File: src/rtl/seq_det_ctrl.sv
// seq_det_ctrl
// Front-end sequencer for the serial pattern detector. Parallel words arrive
// over a valid/ready handshake and are serialised MSB-first into a continuous
// bit stream. An overlapping pattern match of up to PAT_W bits runs on that
// stream. Matches are counted with saturation, and a sticky interrupt is
// raised when the count reaches a programmed threshold.
//
// Ports:
//   clk          rising-edge clock
//   rst          asynchronous reset, active-low
//   cfg_we       configuration write strobe (honoured only while idle)
//   cfg_pattern  match pattern, right-aligned; bit 0 is the newest bit
//   cfg_len      pattern length; 0 or values above PAT_W mean PAT_W
//   cfg_thresh   interrupt threshold; 0 disables the interrupt
//   s_valid      input word valid
//   s_data       input word
//   s_ready      word accepted when s_valid && s_ready
//   bit_valid    a serial bit is emitted this cycle
//   bit_out      the serial bit
//   match        one-cycle pulse per detected pattern
//   match_cnt    saturating match count
//   irq          sticky threshold interrupt
//   irq_clr      clears irq
//   busy         high while a word is being shifted out
module seq_det_ctrl #(
  parameter int DATA_W = 8,
  parameter int PAT_W  = 3,
  parameter int CNT_W  = 8
) (
  input  logic              clk,
  input  logic              rst,
  input  logic              cfg_we,
  input  logic [PAT_W-1:0]  cfg_pattern,
  input  logic [3:0]        cfg_len,
  input  logic [CNT_W-1:0]  cfg_thresh,
  input  logic              s_valid,
  input  logic [DATA_W-1:0] s_data,
  output logic              s_ready,
  output logic              bit_valid,
  output logic              bit_out,
  output logic              match,
  output logic [CNT_W-1:0]  match_cnt,
  output logic              irq,
  input  logic              irq_clr,
  output logic              busy
);

  localparam int IDX_W = (DATA_W > 1) ? $clog2(DATA_W) : 1;
  localparam logic [IDX_W-1:0] LAST_IDX = IDX_W'(DATA_W - 1);
  localparam logic [3:0] FULL_LEN = 4'(PAT_W);

  typedef enum logic {IDLE, SHIFT} state_t;

  state_t            state;
  logic [DATA_W-1:0] shift_reg;
  logic [IDX_W-1:0]  bit_idx;
  logic [PAT_W-1:0]  history;
  logic [PAT_W-1:0]  pattern;
  logic [3:0]        hist_cnt;
  logic [3:0]        len;
  logic [CNT_W-1:0]  thresh;

  logic              last_bit;
  logic [PAT_W-1:0]  history_next;
  logic [3:0]        hist_cnt_next;
  logic [PAT_W-1:0]  len_mask;
  logic [3:0]        cfg_len_eff;
  logic              hit;
  logic              cnt_sat;
  logic [CNT_W-1:0]  cnt_inc;

  // The shift register moves left every bit, so the current bit is always
  // the MSB; this is the same bit as shift_reg[DATA_W-1-bit_idx] of the
  // originally loaded word.
  assign busy      = (state == SHIFT);
  assign bit_valid = busy;
  assign bit_out   = busy & shift_reg[DATA_W-1];
  assign last_bit  = (bit_idx == LAST_IDX);
  assign s_ready   = busy ? last_bit : !cfg_we;

  assign history_next  = {history[PAT_W-2:0], bit_out};
  assign hist_cnt_next = (hist_cnt == FULL_LEN) ? hist_cnt : hist_cnt + 4'd1;
  assign cfg_len_eff   = ((cfg_len == 4'd0) || (cfg_len > FULL_LEN)) ? FULL_LEN : cfg_len;
  assign cnt_sat       = &match_cnt;
  assign cnt_inc       = match_cnt + CNT_W'(1);

  // Only the low 'len' history bits take part in the comparison.
  always_comb begin
    len_mask = '0;
    for (int i = 0; i < PAT_W; i++) begin
      len_mask[i] = (4'(i) < len);
    end
  end

  // The match is judged on the history as it will be after this bit, and
  // only once enough bits have been seen to fill the pattern window.
  assign hit = bit_valid && (hist_cnt_next >= len) &&
               (((history_next ^ pattern) & len_mask) == '0);

  // Sequencer, detector, counter and interrupt share one register block.
  // In IDLE bit_valid is low, so the detector path never collides with the
  // configuration clear below.
  always_ff @(posedge clk or negedge rst) begin
    if (!rst) begin
      state     <= IDLE;
      shift_reg <= '0;
      bit_idx   <= '0;
      history   <= '0;
      hist_cnt  <= 4'd0;
      pattern   <= '0;
      len       <= FULL_LEN;
      thresh    <= '0;
      match     <= 1'b0;
      match_cnt <= '0;
      irq       <= 1'b0;
    end else begin
      match <= hit;

      if (hit && !cnt_sat) begin
        match_cnt <= cnt_inc;
      end

      // Setting takes priority over a simultaneous clear; a saturated
      // counter no longer changes, so it cannot fire again.
      if (hit && !cnt_sat && (thresh != '0) && (cnt_inc == thresh)) begin
        irq <= 1'b1;
      end else if (irq_clr) begin
        irq <= 1'b0;
      end

      if (bit_valid) begin
        history  <= history_next;
        hist_cnt <= hist_cnt_next;
      end

      case (state)
        IDLE: begin
          if (cfg_we) begin
            pattern   <= cfg_pattern;
            len       <= cfg_len_eff;
            thresh    <= cfg_thresh;
            history   <= '0;
            hist_cnt  <= 4'd0;
            match_cnt <= '0;
            irq       <= 1'b0;
          end else if (s_valid) begin
            shift_reg <= s_data;
            bit_idx   <= '0;
            state     <= SHIFT;
          end
        end
        SHIFT: begin
          if (last_bit) begin
            bit_idx <= '0;
            if (s_valid) begin
              shift_reg <= s_data;
            end else begin
              state <= IDLE;
            end
          end else begin
            shift_reg <= shift_reg << 1;
            bit_idx   <= bit_idx + IDX_W'(1);
          end
        end
        default: state <= IDLE;
      endcase
    end
  end

endmodule

File: config.mk
export PLATFORM = sky130hd
export DESIGN_NAME = seq_det_ctrl
export DESIGN_NICKNAME = d
export VERILOG_FILES = /design/src/rtl/seq_det_ctrl.sv
export SDC_FILE = /design/constraint.sdc
export NUM_CORES = 1
export LEC_CHECK = 0
export BUFFER_PORTS_ARGS = -buffer_cell sky130_fd_sc_hd__buf_4
export CAP_MARGIN = 20
export CORE_ASPECT_RATIO = 0.7
export CORE_MARGIN = 4
export CORE_UTILIZATION = 35
export CTS_BUF_LIST = sky130_fd_sc_hd__clkbuf_4 sky130_fd_sc_hd__clkbuf_8
export CTS_CLUSTER_DIAMETER = 80
export CTS_CLUSTER_SIZE = 40
export DETAILED_ROUTE_END_ITERATION = 6
export SYNTH_ARGS = -nofsm -noshare
export SYNTH_HDL_FRONTEND = slang
export SYNTH_SLANG_ARGS = --single-unit
File: constraint.sdc
create_clock -name clk -period 7.9 [get_ports clk]
set_clock_uncertainty 0.2 [all_clocks]
set_input_delay 0.395 -clock clk [delete_from_list [all_inputs] [get_ports clk]]
set_output_delay 0.395 -clock clk [all_outputs]
set_load 0.005 [all_outputs]
==> impl_metrics.tcl <==
set metrics [dict create \
    clk_pin_slew_ns 0.08 \
    synth-seq-area-share 0.480 \
    die_area_um2 7790 \
    clock_sink_count 43 \
    hold_violations 0 \
    synthesis.area_um2 2250 \
    postRouteWirelength_um 4990 \
    detailedRoute.firstPassIterationCount 4 \
    post_synthesis_simple_gate_area_fraction 0.229 \
    cts.repair.resized 0 \
    critPathSlowestCell "nor3b_1" \
    regToRegEndpoint "match_cnt[6]" \
    critical_path.max_fanout 5 \
    synthFlopType "dfrtp_1" \
    post-route-period-util 0.396 \
    run_status "completed" \
    synth-async-reset-ratio 1.00 \
    setup_viol 0 \
    netlist_instances 241 \
    setup_repair_after_global_routing_missed_its_margin "false" \
    synth-adder-area-share 0.0445 \
    clock_tree.htree_level_count 2 \
    synth_compound_area_frac 0.121 \
    final-max-slew-violation-count 0 \
    initial_utilization 0.362 \
    max_freq_ghz 0.319 \
    critical_path_arrival_ns 3.15 \
    floorplan.rows 24 \
    post-dp-hpwl_um 3630 \
    area_growth_pct 20.8 \
    r2r_cells 8 \
    number_of_drc_markers_after_the_initial_detailed_route_iteration 93 \
    drc_errors 0 \
    core-area_um2 6220 \
    die_w_um 104 \
    slowest_delay_ns 0.48 \
    worstPathCellList "ha_1, nor3b_1, mux2_2, ha_1, a2111oi_2, nor3_1, and4_1, nor3_1" \
    avgRoutedWirePerCell_um 13.9 \
    grt.overflow.total 0 \
    route.antenna.remaining_nets 0 \
    routabilityCongestion 0.854 \
    vdd_drop_max_uv 110 \
    worst_slew_pin_slew_ns 0.621 \
    maxCapViolations 0 \
    design.portCount 42 \
    netlist-cell-type-count 46 \
    critical_path.reg2reg.startpoint "hist_cnt[0]" \
    grt_pass1_wl_um 8600 \
    internal_power_uw 577 \
    post-layout-total-power_uw 974 \
    syn_area_per_cell_um2 9.32 \
    vias_per_cell 4.82 \
    setup_tns_final_ns 0 \
    synth.top_cell.area_share 0.457 \
    syn-num-nets 277 \
    via_count 1736 \
    design.final.nets 318 \
    synth_top_cells_by_area "dfrtp_1 46%, nand2_1 9.4%, xnor2_1 4.7%" \
    r2r_setup_slack_ns 4.77 \
    dieHeight_um 75.0 \
    crit_path_start "hist_cnt[0]" \
    drive_gt1_frac 0.209 \
    startpoint_type "flop" \
    maxSlewHeadroom 0.585 \
    dominant_combinational_cell_family_by_area_after_synthesis "simple AND/OR/NAND/NOR gates" \
    critical_path_capture_point_type "flop" \
    cts_tree "done" \
    fin_area_um2 2720 \
    finalWorstPathRequiredPeriod_ns 3.13 \
    power.share.switching 0.408 \
    groute.usage.overall 0.138 \
    synthMuxAreaShare 0.0228 \
    cp-endpoint "match_cnt[6]" \
    netSwitchingPower_uw 397 \
    n_antenna_cell 0 \
    pwr_density_cell_nw_per_um2 359 \
    synth_edf_count 0 \
    holdCritPathClass "primary input to flop" \
    largest_net_degree_at_the_start_of_global_routing 44 \
    ctsRootBufferMaster "clkbuf_8" \
    synth_xor_xnor_area_share 0.0624 \
    worstPathRequired_ns 7.92 \
    worstSkewPairLatency_ns 0.29 \
    cts_buffer_depth 2 \
    timing_worst_setup_path_type "flop to flop" \
    power_frac_comb 0.456 \
    seq_power_share 0.404 \
    placed_cell_area_um2 2620 \
    cts_buffers 5 \
    leakagePower_nw 1.29 \
    number_of_global_route_vias_before_repair 1711 \
    power.clock.fraction 0.140 \
    postSynthRegisterBits 43 \
    ys.warnings.count 0 \
    io_buffer_count 41 \
    grt_antenna_before_repair 0 \
    yosysTopAreaCell "dfrtp_1" \
]
## stage by stage
step	hold slack, ns	utilization	cells	setup WS (ns)
after global placement	0.227	0.422	352	4.92
after global routing	0.0785	0.437	360	4.53
final	0.0863	0.437	360	4.77
after CTS	0.0752	0.437	360	4.77
after detailed placement	0.226	0.422	352	4.75
after floorplan	-0.101	-	241	5.02
## metal layers
metal  GRT usage  vias up  wire length (µm)
li1            -      906                 -
met1       0.214      790              2900
met2       0.187       36              1800
met3      0.0343        4               223
met4      0.0398        0                57
met5           0        -                 0
## worst max-delay path, delay by kind of cell, from the launching register on
kind	cells	cell delay, ns
AO/OA/AOI/OAI	1	0.45
adder cells (fa/ha/maj)	2	0.49
flip-flops	1	0.44
AND/OR/NAND/NOR	4	1.05
multiplexers	1	0.41
## cell families (layout without fill, tap and decap cells)
logic type,after synthesis,count (layout)
multiplexers,5,5
adder cells (fa/ha/maj),8,8
flip-flops,43,43
XOR/XNOR,16,16
AO/OA/AOI/OAI,39,39
AND/OR/NAND/NOR,107,107
buffers and inverters,23,64
## cells in the final DEF, fill, tap and decap left out, types with 3 or more instances in the layout
cell type,instances
ha_1,8
inv_1,13
nand2b_1,4
nand3_1,6
nor2_1,16
xnor2_1,12
dfrtp_1,41
a21oi_1,7
o22ai_1,5
mux2i_1,4
a31oi_1,3
o21ai_0,8
xor2_1,4
clkbuf_8,5
buf_4,42
nand2_1,56
nor3_1,7
## final cells by class
type / instances / area [µm²]
Clock inverter: 2 / 13.8
Sequential cell: 43 / 1080
Clock buffer: 5 / 68.8
Fill cell: 617 / 3500
Timing Repair Buffer: 43 / 325
Inverter: 14 / 52.6
Multi-Input combinational cell: 175 / 1080
Tap cell: 78 / 97.6
## cells in the mapped netlist (2+ instances only)
library cell / n
nor3b_1: 2
nor2_1: 16
o31ai_1: 2
clkbuf_1: 8
a31o_2: 2
o21ai_0: 8
a21oi_1: 7
nor2b_1: 2
ha_1: 8
o22ai_1: 5
nand3_1: 6
inv_1: 13
nand2b_1: 4
a31oi_1: 3
nor3_1: 7
nor4_1: 2
nand2_1: 56
mux2i_1: 4
a22o_1: 2
xor2_1: 4
a222oi_1: 2
dfstp_2: 2
xnor2_1: 12
and2_1: 2
dfrtp_1: 41
## worst min-delay path by stage
stage / slack (ns) / to / depth (start not counted) / from
floorplan: -0.10 / bit_idx[0] / 0 / rst
global placement: 0.23 / thresh[3] / 1 / rst
detailed placement: 0.23 / thresh[3] / 1 / rst
CTS: 0.08 / thresh[3] / 3 / cfg_thresh[3]
global route: 0.08 / pattern[2] / 3 / cfg_pattern[2]
finish: 0.09 / thresh[3] / 3 / cfg_thresh[3]
## repair_timing
action                                 in CTS  in global routing
setup buffers                               0                  0
endpoints found under the hold margin      41                  0
hold buffers                                1                  0
## power by group through the flow
stage	combinational (mW)	clock, mW	sequential [mW]
floorplan	0.348	0	0.370
global route	0.513	0.150	0.409
global placement	0.438	0	0.396
detailed placement	0.446	0	0.398
finish	0.444	0.136	0.393
CTS	0.448	0.141	0.394
No activity file was read; power rests on OpenSTA's default activity.
